## config.mk

```make
export PLATFORM = sky130hd
export DESIGN_NAME = fifo_uart_tx
export DESIGN_NICKNAME = d
export VERILOG_FILES = /design/src/rtl/fifo_uart_tx.sv
export SDC_FILE = /design/constraint.sdc
export NUM_CORES = 1
export LEC_CHECK = 0
export CAP_MARGIN = 0
export CORE_MARGIN = 2
export CORE_UTILIZATION = 65
export CTS_CLUSTER_SIZE = 10
export DETAILED_ROUTE_END_ITERATION = 8
export DONT_BUFFER_PORTS = 1
export PLACE_DENSITY = 0.81
export SETUP_SLACK_MARGIN = 0.5
export SLEW_MARGIN = 20
export SYNTH_ARGS = -nofsm -noshare
export SYNTH_HDL_FRONTEND = slang
export SYNTH_SLANG_ARGS = --single-unit
```

## constraint.sdc

```tcl
create_clock -name clk -period 5.3 [get_ports clk]
set_input_delay 1.06 -clock clk [delete_from_list [all_inputs] [get_ports clk]]
set_output_delay 1.06 -clock clk [all_outputs]
set_load 0.005 [all_outputs]
```

## src/rtl/fifo_uart_tx.sv

```systemverilog
// Serial drain for the 8-bit synchronous FIFO: pops one byte per frame and
// shifts it out as 8N1 (start, 8 data bits LSB first, stop), idle-high line.
module fifo_uart_tx #(
  parameter int unsigned CLKS_PER_BIT = 16
) (
  input  logic       clk,
  input  logic       rst,
  input  logic       en,
  input  logic       fifo_empty,
  input  logic [7:0] fifo_data,
  output logic       fifo_re,
  output logic       tx,
  output logic       busy,
  output logic       tx_done
);

  typedef enum logic [2:0] {
    IDLE,
    FETCH,
    LOAD,
    START,
    DATA,
    STOP
  } state_t;

  localparam logic [15:0] LAST_CLK = 16'(CLKS_PER_BIT - 1);

  state_t      state;
  logic [7:0]  shreg;
  logic [15:0] clk_cnt;
  logic [2:0]  bit_cnt;
  logic        bit_end;

  always_comb begin
    bit_end = (clk_cnt == LAST_CLK);
  end

  always_ff @(posedge clk) begin
    if (rst) begin
      state   <= IDLE;
      shreg   <= '0;
      clk_cnt <= '0;
      bit_cnt <= '0;
      fifo_re <= 1'b0;
      tx      <= 1'b1;
      busy    <= 1'b0;
      tx_done <= 1'b0;
    end else begin
      fifo_re <= 1'b0;
      tx_done <= 1'b0;
      case (state)
        IDLE: begin
          tx <= 1'b1;
          if (en && !fifo_empty) begin
            state   <= FETCH;
            fifo_re <= 1'b1;
            busy    <= 1'b1;
          end
        end
        // FIFO registers data_out on the edge ending FETCH; it is valid in LOAD.
        FETCH: state <= LOAD;
        LOAD: begin
          shreg   <= fifo_data;
          clk_cnt <= '0;
          bit_cnt <= '0;
          tx      <= 1'b0;
          state   <= START;
        end
        START: begin
          if (bit_end) begin
            clk_cnt <= '0;
            tx      <= shreg[0];
            shreg   <= {1'b0, shreg[7:1]};
            state   <= DATA;
          end else begin
            clk_cnt <= clk_cnt + 16'd1;
          end
        end
        // shreg runs one bit ahead of tx: shreg[0] is always the next bit to send.
        DATA: begin
          if (bit_end) begin
            clk_cnt <= '0;
            if (bit_cnt == 3'd7) begin
              tx    <= 1'b1;
              state <= STOP;
            end else begin
              bit_cnt <= bit_cnt + 3'd1;
              tx      <= shreg[0];
              shreg   <= {1'b0, shreg[7:1]};
            end
          end else begin
            clk_cnt <= clk_cnt + 16'd1;
          end
        end
        STOP: begin
          if (bit_end) begin
            clk_cnt <= '0;
            busy    <= 1'b0;
            tx_done <= 1'b1;
            state   <= IDLE;
          end else begin
            clk_cnt <= clk_cnt + 16'd1;
          end
        end
        default: state <= IDLE;
      endcase
    end
  end

endmodule
```

# Word level (Yosys, flattened, before mapping)
# Cells that the tools add are included.
[word_totals]
n_memories = 0
mem_bits_rw = 0
word_cells = 65
register_bits = 34
rom_bits = 0
latchBits = 0
[op_classes]
bitwise_logic = 2
add_sub_neg = 2
mul = 0
order_cmp = 0
eq_ne = 13
n_div = 0
n_mux = 24
reduce_logical = 16
shifts = 0
[op_table]
columns = ["op", "n"]
rows = [
  ["$pmux W16 S2", 1],
  ["$mux W8", 3],
  ["$pmux W8 S3", 1],
  ["$mux W3", 7],
  ["$pmux W3 S6", 1],
  ["$add A16 B1 Y16 const B", 1],
  ["$eq A16 B4 Y1 const B", 1],
  ["$mux W16", 1],
  ["$ne A2 B2 Y1 const B", 6],
  ["$eq A3 B3 Y1 const B", 3],
  ["$reduce_and A3 Y1", 3],
  ["$mux W1", 7],
  ["$eq A3 B2 Y1 const B", 2],
  ["$pmux W3 S2", 1],
  ["$reduce_bool A2 Y1", 3],
  ["$reduce_and A5 Y1", 1],
  ["$pmux W1 S4", 1],
  ["$reduce_and A4 Y1", 1],
  ["$reduce_bool A4 Y1", 1],
  ["$reduce_or A2 Y1", 2],
  ["$add A3 B1 Y3 const B", 1],
  ["$eq A3 B1 Y1 const B", 1],
  ["$logic_not A3 Y1", 1],
  ["$reduce_bool A3 Y1", 1],
  ["5 further kinds", 6],
]

# Logic depth before layout (Yosys ltp)
# Gate-level depths: netlist of run 1.
[logic_depth]
ltp_word = 4
ltp_mapped = 9

# Least setup slack after synthesis of run 1
# OpenSTA, ideal clock, no wires.
[synth_timing]
path_kind = "input-to-reg"
from = "input fifo_empty"
to = "register state[2]"
setup_time_ns = 0.129
path_slack_ns = 3.275
n_path_buf = 0
t_required_ns = 5.171
t_arrival_ns = 1.896
cell_stages = 5
path_cell_list = "or3b_2 -> nand3_1 -> o21ai_0 -> mux2i_1 -> nor2_1"
[synth_via]
elab_chain_len = 4
[synth_rtl]
columns = ["element", "line", "rtl"]
rows = [
  ["start: declaration", "9", "input logic fifo_empty,"],
  ["$logic_not A1 Y1", "54", "if (en && !fifo_empty) begin"],
  ["$logic_and A1 B1 Y1", "54", ""],
  ["$ne A2 B2 Y1 (no source line)", "--", ""],
  ["$reduce_and A5 Y1 (no source line)", "--", ""],
  ["end signal: assignment", "55", "state <= FETCH;"],
  ["end signal: assignment", "61", "FETCH: state <= LOAD;"],
  ["end signal: assignment", "67", "state <= START;"],
  ["end: declaration", "28", "state_t state;"],
]
# Every way passes these cells.
# A chain may end at the register's enable or synchronous reset.

# Worst setup path after layout of run 1
[layout_timing]
from = "register state[1]"
to = "register shreg[1]"
[layout_via]
elab_chain_len = 3
[layout_rtl]
columns = ["element", "line", "rtl"]
rows = [
  ["start signal: assignment", "40", "state <= IDLE;"],
  ["start signal: assignment", "55", ""],
  ["start signal: assignment", "61", ""],
  ["$eq A3 B3 Y1 or $eq A3 B2 Y1 (tied branches)", "51", "case (state)"],
  ["$ne A2 B2 Y1 (no source line) or $reduce_bool A3 Y1 (tied branches)", "--", ""],
  ["$reduce_and A4 Y1 (no source line)", "--", ""],
  ["end signal: assignment", "63", "shreg <= fifo_data;"],
  ["end signal: assignment", "73", "shreg <= {1'b0, shreg[7:1]};"],
  ["end signal: assignment", "89", "shreg <= {1'b0, shreg[7:1]};"],
  ["end: declaration", "29", "logic [7:0] shreg;"],
]
# Several ways; a longest one is shown, not always the timed one.

==> results_dict.tcl, run 1 <==
set metrics [dict create \
    ctsHoldBuffers 0 \
    insertion_delay_ns 0.34 \
    floorplan.io_pins 16 \
    mappedNetlistArea_um2 1800 \
    die_width_um 56.6 \
    layout_commonest_cell "dfxtp_1" \
    grt_pass1_wl_um 6270 \
    ctsLongestPathBuffers 2 \
    netlist-cell-type-count 40 \
    num_vias 1556 \
    synth.largest_area_cell "dfxtp_1" \
    root_buffer "clkbuf_4" \
    worstSetupPathType "reg -> reg" \
    status "complete, no violations" \
    critPathRequiredTime_ns 5.51 \
    crit_fanout 15 \
    layout.cells.most_common_list "dfxtp_1, nor2_1, nand2_1" \
    power_frac_seq 0.498 \
    period_share 0.442 \
    combinational_share_of_power 0.190 \
    max-cap-violations 0 \
    net-switching-power_mw 0.180 \
    tritoncts "done" \
    tightest_slew_ns 0.696 \
    routed_via_density 6.65 \
    detail_route.wl_per_cell_um 15.7 \
    multiInputGateArea_um2 1000 \
    worst_ep_arrival_time_ns 2.55 \
    cts.repair_timing.setup_buffer_count 0 \
    synth_area_leaders "dfxtp_1, mux2i_1, a31oi_1" \
    die-area_um2 3200 \
    netlist.area_leader.share 0.378 \
    ys_seq_elements 34 \
    num_rows 19 \
    critical_path_buf_inv_count 0 \
    port_buffers 0 \
    dp_hpwl_um 2550 \
    worst_path_top_cell_family_by_delay "compound AO/OA/AOI/OAI gates" \
    drtPass1Iterations 5 \
    worst_hold_path_type "reg -> reg" \
    syn_nets 226 \
    mean_instance_size_in_the_synthesized_netlist_um2 8.53 \
    synth-edff-count 0 \
    die-height_um 56.6 \
    power_report.internal_total_mw 0.420 \
    starting_density_of_the_core 0.670 \
    critPathSlowestCell "a22o_1" \
    final_antenna_net_count 0 \
    timing.critical_path.cells "nor2b_1 -> a22o_1 -> a21oi_2 -> nor2_1 -> a211oi_2" \
    drv_slew 0 \
    report.power.total_mw 0.601 \
    finalWeightedCongestion 0.912 \
    filler_cell_count 211 \
    via_count_of_the_first_global_routing_pass 1394 \
    drc_errors 0 \
    hold_viol_final 0 \
    rsz0062_at_grt "no" \
    globalRouteOverflowTotal 0 \
    totalNegativeSetupSlack_ns 0 \
    total_cts_buffers 5 \
    ctsHtreeMaxLevel 2 \
    cts-resized-gates 0 \
    total_core_area_um2 2690 \
    grt_antenna_before_repair 0 \
    finalSetupViolCount 0 \
    maximum_number_of_pins_on_one_net_before_global_route_repair 26 \
    clk_pin_slew_worst_paths_ns 0.10 \
    skew_ns 0.00581 \
    routed_wirelength_um 3670 \
    static-leakage-power_nw 0.617 \
    groute.usage.overall 0.249 \
    synthFlopType "dfxtp_1" \
    nets 217 \
    endpoint_kind "flop" \
    worst_ir_drop_vdd_mv 0.298 \
    fraction_of_power_spent_switching_nets 0.300 \
    max_freq_ghz 0.427 \
    clock_sinks 34 \
    critical_path.startpoint "state[1]$_SDFFE_PP0P_" \
    clock_power_share 0.312 \
    period_needed_ns 2.34 \
    worst_r2r_startpoint "state[1]$_SDFFE_PP0P_" \
    synth_sequential_area_ratio 0.378 \
    max_slew_margin 0.535 \
    cp-start-kind "flop" \
    yosysWarnings 0 \
    min-delay-start "bit_cnt[1]$_SDFFE_PP0P_" \
    drive_above_1_share 0.0788 \
    1st_iter_drt_viols 65 \
    num_antenna_cells 0 \
    asyncSetResetFlopFracSynth 0 \
    synthCells 211 \
    area_growth_syn_to_layout_pct 0.209 \
    final_core_util 0.671 \
    timing.critical_path.slowest_cell_delay_ns 0.61 \
    sequential_cell_area_um2 681 \
    power.density_cell_area_nw_per_um2 333 \
]
[cells by family after synthesis]
kind of cell	after synthesis	share of synthesized area
and+or+nand+nor	88	0.261
muxes	10	0.0556
buffers and inverters	18	0.0654
adders and majority gates	3	0.0209
DFF	34	0.378
AOI/OAI and AO/OA	58	0.218
[Yosys cell counts (3+ instances only)]
cell and number:
nand4_1 6, mux2i_1 10, a211oi_2 3, dfxtp_1 34, nand2_1 17, nand3_1 8
nor2_1 22, a211oi_1 6, and4_1 3, a22o_1 3, or2b_1 3, a21oi_1 14
nor4_1 6, a31oi_1 14, clkbuf_1 4, nor3_1 9, o21ai_0 8, ha_1 3
nand2b_1 3, buf_6 5, buf_2 4
[power groups by stage]
stage	registers [mW]	logic [mW]	clock network, mW
floorplan	0.295	0.110	0
detailed placement	0.304	0.112	0
CTS	0.298	0.113	0.192
global placement	0.302	0.107	0
global route	0.302	0.126	0.199
finish	0.299	0.114	0.188
[tightest hold or removal path, cell delays in order (launching register included)]
cell and delay [ns]:
dfxtp_1 0.33, nand2b_1 0.07, a21oi_1 0.06
[per-stage QoR]
step                      hold slack (ns)  setup slack, ns  instance area (um^2)  cells
final                               0.483             2.96                  1800    234
after global routing                0.506             2.75                  1800    234
after CTS                           0.488             3.01                  1800    234
after detailed placement            0.475             3.03                  1730    226
after global placement              0.455             3.19                  1730    226
after floorplan                     0.448             3.28                  1800    211
[final cells by class]
type	instances	area share
inverter	2	0.00416
tap	31	0.0215
sequential	34	0.378
clock buffer	7	0.0250
multi-input combinational	159	0.555
clock inverter	1	0.0167
[flip-flops by register name (all words and copies together), names as in the netlist]
register,count
fifo_re,1
tx,1
busy,1
bit_cnt,3
tx_done,1
shreg,8
state,3
clk_cnt,16
[metal layers]
layer | global-route usage | wire (um) | up-vias | share of wire
li1 | - | - | 773 | -
met1 | 0.323 | 1630 | 726 | 0.44
met2 | 0.385 | 1770 | 51 | 0.48
met3 | 0.0553 | 231 | 6 | 0.063
met4 | 0.129 | 40 | 0 | 0.011
met5 | 0 | 0 | - | 0
[worst paths after layout]
check | end | slack, ns | cells after the start
worst max register to register | shreg[1]$_SDFFE_PP0P_ | 2.96 | 5
worst min-delay path | bit_cnt[1]$_SDFFE_PP0P_ | 0.48 | 2
worst max-delay path | shreg[1]$_SDFFE_PP0P_ | 2.96 | 5
worst min register to register | bit_cnt[1]$_SDFFE_PP0P_ | 0.48 | 2
(Power assumes the default switching activity.)
==> run 2, diff against run 1 <==
--- a/config.mk
+++ b/config.mk
@@ -7,11 +7,11 @@
 export LEC_CHECK = 0
 export CAP_MARGIN = 0
 export CORE_MARGIN = 2
-export CORE_UTILIZATION = 65
+export CORE_UTILIZATION = 56
 export CTS_CLUSTER_SIZE = 10
 export DETAILED_ROUTE_END_ITERATION = 8
 export DONT_BUFFER_PORTS = 1
-export PLACE_DENSITY = 0.81
+export PLACE_DENSITY = 0.74
 export SETUP_SLACK_MARGIN = 0.5
 export SLEW_MARGIN = 20
 export SYNTH_ARGS = -nofsm -noshare
==> constraint.sdc (replaced) <==
create_clock -name clk -period 2 [get_ports clk]
set_input_delay 0.4 -clock clk [delete_from_list [all_inputs] [get_ports clk]]
set_output_delay 0.4 -clock clk [all_outputs]
set_load 0.005 [all_outputs]
==> run 2 against run 1 <==
Against the previous run: critical path depth is 1 higher; register-to-register slack worse by 2.7 ns; maximum frequency is 35% higher; worst setup slack worse by 2.7 ns; flip-flop and latch count stayed put; design area is 26% higher.
==> results_dict.tcl, run 2 (synthesis gave the netlist of run 1 again) <==
set metrics [dict create \
    worst_ep_arrival_time_ns 1.98 \
    1st_iter_drt_viols 162 \
    worst_hold_path_type "in -> reg" \
    period_share 0.870 \
    static-leakage-power_nw 0.825 \
    num_antenna_cells 0 \
    dp_hpwl_um 2860 \
    detail_route.wl_per_cell_um 16.7 \
    nets 245 \
    grt_pass1_wl_um 7170 \
    path_depth 6 \
    layout.cells.most_common_list "dfxtp_1, buf_4, nor2_1" \
    period_needed_ns 1.74 \
    ctsHtreeMaxLevel 2 \
    root_buffer "clkbuf_4" \
    critPathSlowestCell "dfxtp_1" \
    tightest_slew_ns 0.603 \
    finalSetupViolCount 0 \
    timing.final.ws_setup_ns 0.260 \
    routed_via_density 6.32 \
    tritoncts "done" \
    place_ws_ns 0.228 \
    critPathRequiredTime_ns 2.24 \
    timing.critical_path.cells "nor4_4 -> and4_4 -> nor3_4 -> buf_4 -> a32o_1 -> a31o_1" \
    groute.usage.overall 0.265 \
    layout_top_registers "clk_cnt x16, shreg x8" \
    r2r-end "clk_cnt[12]$_SDFFE_PP0P_" \
    worstHoldPathCells 1 \
    filler_cell_count 224 \
    worst_r2r_startpoint "clk_cnt[13]$_SDFFE_PP0P_" \
    num_vias 1739 \
    worst-r2r-setup-slack_ns 0.26 \
    drv_slew 0 \
    final_antenna_net_count 0 \
    drive_above_1_share 0.351 \
    maximum_number_of_pins_on_one_net_before_global_route_repair 26 \
    die-area_um2 3680 \
    finalWeightedCongestion 0.887 \
    reg2regPathDepth 6 \
    status "complete, no violations" \
    rsz0062_at_grt "yes" \
    max-cap-violations 0 \
    largest_register_ff_count 16 \
    max_slew_margin 0.595 \
    num_rows 20 \
    worst_path_top_cell_family_by_delay "simple AND/OR/NAND/NOR gates" \
    globalRouteOverflowTotal 0 \
    total_core_area_um2 3050 \
    worstSetupPathType "reg -> reg" \
    min_delay_worst_endpoint "clk_cnt[4]$_SDFFE_PP0P_" \
    min-delay-start "rst" \
    totalNegativeSetupSlack_ns 0 \
    cp-start-kind "flop" \
    floorplan.io_pins 16 \
    drtPass1Iterations 4 \
    die_width_um 60.7 \
    routed_wirelength_um 4580 \
    port_buffers 0 \
    max_freq_ghz 0.575 \
    via_count_of_the_first_global_routing_pass 1617 \
    timing.critical_path.slowest_cell_delay_ns 0.41 \
    crit_fanout 6 \
    endpoint_kind "flop" \
    clk_pin_slew_worst_paths_ns 0.11 \
    final_core_util 0.745 \
    skew_ns 0.0117 \
    drc_errors 0 \
    starting_density_of_the_core 0.589 \
    worst_ir_drop_vdd_mv 0.538 \
    hold_viol_final 0 \
    grt_antenna_before_repair 0 \
    layout_commonest_cell "dfxtp_1" \
    insertion_delay_ns 0.34 \
    critical_path_buf_inv_count 1 \
    area_growth_syn_to_layout_pct 26.4 \
    clock_sinks 34 \
    die-height_um 60.7 \
    largest-register "clk_cnt" \
    power.density_cell_area_nw_per_um2 772 \
    total_cts_buffers 5 \
    ctsLongestPathBuffers 2 \
    ctsHoldBuffers 0 \
]
run 2: changes by cell type in the layout (fill, tap and decap cells not counted), moves of 5 or more:
cell	before	now
buf_4	0	20
dfxtp_1	34	21
buf_6	0	8
dfxtp_2	0	8
dfxtp_4	0	5
nor4_1	6	1
run 2: final cells by class:
type                       count  area, um^2  share of cell area
clock buffer                   8        78.8              0.0347
inverter                       2        7.51             0.00330
multi-input combinational    159        1180               0.520
sequential                    34         709               0.312
timing repair buffer          28         240               0.106
tap                           44        55.1              0.0242
run 2: what timing repair did:
| action | CTS | global route |
|---|---|---|
| gates cloned | 1 | 0 |
| pin swaps | 17 | 6 |
| setup endpoints to repair | 29 | 30 |
| setup buffers | 8 | 3 |
| gates resized for setup | 33 | 21 |
run 2: report_power, final:
| part | internal (mW) | total [mW] | switching (mW) |
|---|---|---|---|
| Clock | 0.240 | 0.476 | 0.236 |
| Combinational | 0.229 | 0.499 | 0.270 |
| Sequential | 0.732 | 0.781 | 0.0492 |
| Total | 1.20 | 1.76 | 0.555 |
run 2: per-stage QoR:
| stage | hold slack (ns) | instances | power, mW | instance area [um^2] |
|---|---|---|---|---|
| CTS | 0.0996 | 272 | 1.71 | 2170 |
| finish | 0.115 | 275 | 1.76 | 2270 |
| floorplan | 0.448 | 211 | 1.09 | 1860 |
| global placement | 0.453 | 255 | 1.16 | 1920 |
| detailed placement | 0.470 | 255 | 1.18 | 1920 |
| global route | 0.0823 | 275 | 1.84 | 2270 |
run 2: worst max path at each step:
stage / endpoint / slack (ns) / startpoint
finish: clk_cnt[12]$_SDFFE_PP0P_ / 0.26 / clk_cnt[13]$_SDFFE_PP0P_
CTS: clk_cnt[2]$_SDFFE_PP0P_ / 0.27 / clk_cnt[1]$_SDFFE_PP0P_
global placement: clk_cnt[2]$_SDFFE_PP0P_ / 0.28 / clk_cnt[1]$_SDFFE_PP0P_
detailed placement: clk_cnt[15]$_SDFFE_PP0P_ / 0.23 / clk_cnt[0]$_SDFFE_PP0P_
global route: clk_cnt[2]$_SDFFE_PP0P_ / 0.19 / clk_cnt[1]$_SDFFE_PP0P_
floorplan: clk_cnt[10]$_SDFFE_PP0P_ / 0.31 / clk_cnt[1]$_SDFFE_PP0P_
run 2: layer usage:
metal	GRT usage	wire [um]	share of wire	vias to the layer above
met5	0	0	0	-
met1	0.300	1810	0.40	819
li1	-	-	-	830
met4	0.137	123	0.027	0
met3	0.0682	264	0.058	16
met2	0.458	2380	0.52	74
==> run 3, diff against run 2 <==
--- a/config.mk
+++ b/config.mk
@@ -12,7 +12,7 @@
 export DETAILED_ROUTE_END_ITERATION = 8
 export DONT_BUFFER_PORTS = 1
 export PLACE_DENSITY = 0.74
-export SETUP_SLACK_MARGIN = 0.5
+export SETUP_SLACK_MARGIN = 0.15
 export SLEW_MARGIN = 20
 export SYNTH_ARGS = -nofsm -noshare
 export SYNTH_HDL_FRONTEND = slang
==> run 3 against run 2 <==
Against the previous run: maximum frequency shrank 5.9%; final cell count decreased by 2.9%; sequential share of layout area is 2.2 points higher; flip-flop and latch count unchanged; combinational power shrank 19%; critical path type unchanged; largest power group unchanged.
==> results_dict.tcl, run 3 (synthesis gave the netlist of run 1 again) <==
set metrics [dict create \
    worstHoldPathCells 1 \
    die-area_um2 3680 \
    insertion_delay_ns 0.33 \
    dp_hpwl_um 2760 \
    worst-r2r-setup-slack_ns 0.15 \
    min_delay_worst_endpoint "bit_cnt[2]$_SDFFE_PP0P_" \
    routed_wirelength_um 3970 \
    num_antenna_cells 0 \
    totalNegativeSetupSlack_ns 0 \
    area_growth_syn_to_layout_pct 14.3 \
    clk_pin_slew_worst_paths_ns 0.12 \
    skew_ns 0.0156 \
    globalRouteOverflowTotal 0 \
    total_core_area_um2 3050 \
    layout.cells.most_common_list "dfxtp_1, nor2_1, nand2_1, buf_4" \
    endpoint_kind "flop" \
    port_buffers 0 \
    max-cap-violations 0 \
    layout_top_registers "clk_cnt x16, shreg x8" \
    detail_route.wl_per_cell_um 14.9 \
    hold_viol_final 0 \
    starting_density_of_the_core 0.589 \
    reg2regPathDepth 6 \
    finalSetupViolCount 0 \
    period_needed_ns 1.85 \
    ctsHoldBuffers 0 \
    rsz0062_at_grt "no" \
    drc_errors 0 \
    worst_hold_path_type "in -> reg" \
    clock_sinks 34 \
    period_share 0.924 \
    worst_ir_drop_vdd_mv 0.614 \
    finalWeightedCongestion 0.851 \
    critPathRequiredTime_ns 2.22 \
    worstSetupPathType "reg -> reg" \
    largest-register "clk_cnt" \
    via_count_of_the_first_global_routing_pass 1377 \
    drive_above_1_share 0.215 \
    die-height_um 60.7 \
    root_buffer "clkbuf_4" \
    num_rows 20 \
    grt_antenna_before_repair 0 \
    total_cts_buffers 5 \
    max_slew_margin 0.591 \
    routed_via_density 6.07 \
    ctsHtreeMaxLevel 2 \
    worst_ep_arrival_time_ns 2.07 \
    r2r-end "clk_cnt[12]$_SDFFE_PP0P_" \
    largest_register_ff_count 16 \
    tightest_slew_ns 0.609 \
    min-delay-start "rst" \
    worst_r2r_startpoint "clk_cnt[8]$_SDFFE_PP0P_" \
    filler_cell_count 266 \
    power.density_cell_area_nw_per_um2 815 \
    static-leakage-power_nw 0.745 \
    crit_fanout 7 \
    1st_iter_drt_viols 112 \
    groute.usage.overall 0.223 \
    nets 237 \
    die_width_um 60.7 \
    cp-start-kind "flop" \
    max_freq_ghz 0.541 \
    grt_pass1_wl_um 6220 \
    tritoncts "done" \
    maximum_number_of_pins_on_one_net_before_global_route_repair 26 \
    drv_slew 0 \
    final_core_util 0.673 \
    layout_commonest_cell "dfxtp_1" \
    status "complete, no violations" \
    floorplan.io_pins 16 \
    ctsLongestPathBuffers 2 \
    num_vias 1622 \
    final_antenna_net_count 0 \
    drtPass1Iterations 4 \
]
[run 3: worst max-delay path by stage]
stage                            startpoint                  endpoint  slack, ns  cells after the start
finish              clk_cnt[8]$_SDFFE_PP0P_  clk_cnt[12]$_SDFFE_PP0P_       0.15                      6
global route        clk_cnt[8]$_SDFFE_PP0P_  clk_cnt[12]$_SDFFE_PP0P_       0.12                      6
CTS                 clk_cnt[0]$_SDFFE_PP0P_  clk_cnt[13]$_SDFFE_PP0P_       0.16                      7
detailed placement  clk_cnt[0]$_SDFFE_PP0P_   bit_cnt[1]$_SDFFE_PP0P_       0.14                      6
global placement    clk_cnt[0]$_SDFFE_PP0P_  clk_cnt[13]$_SDFFE_PP0P_       0.22                      7
floorplan           clk_cnt[0]$_SDFFE_PP0P_  clk_cnt[10]$_SDFFE_PP0P_       0.23                      9
[run 3: where the power goes]
group / switching [mW] / internal, mW
Clock: 0.229 / 0.259
Sequential: 0.0449 / 0.737
Combinational: 0.225 / 0.180
Total: 0.499 / 1.18
[run 3: final cells by class]
| class | count | area, um^2 | area share |
|---|---|---|---|
| clock buffer | 5 | 37.5 | 0.0183 |
| clock inverter | 3 | 40.0 | 0.0195 |
| inverter | 2 | 7.51 | 0.00365 |
| multi-input combinational | 159 | 1050 | 0.509 |
| sequential | 34 | 686 | 0.334 |
| tap | 44 | 55.1 | 0.0268 |
| timing repair buffer | 20 | 184 | 0.0895 |
[run 3: repair_timing]
action                                  in CTS  in global routing
resized for setup                            3                 11
gates cloned                                 0                  1
buffers inserted                             3                  2
endpoints found under the setup margin       6                 24
pin swaps                                    2                  3
[run 3: stage by stage]
stage	hold WS [ns]	setup WS [ns]	instances	area, um^2	total power, mW
4_1_cts	0.116	0.157	264	1970	1.66
2_1_floorplan	0.448	0.234	211	1800	1.07
6_report	0.119	0.152	267	2060	1.68
3_5_place_dp	0.466	0.136	253	1860	1.16
5_1_grt	0.0986	0.121	267	2060	1.77
3_3_place_gp	0.455	0.217	253	1860	1.14
[run 3: routing by layer]
metal | up-vias | routed length (um) | track usage
li1 | 813 | - | -
met1 | 778 | 1800 | 0.300
met2 | 29 | 2020 | 0.355
met3 | 2 | 127 | 0.0597
met4 | 0 | 19 | 0.0590
met5 | - | 0 | 0
[run 3: worst max-delay path: stages (launching register included)]
cell	delay, ns
dfxtp_1	0.37
nor4_1	0.42
and4_4	0.32
nor3_4	0.06
clkbuf_16	0.16
a32o_1	0.24
a31o_1	0.18
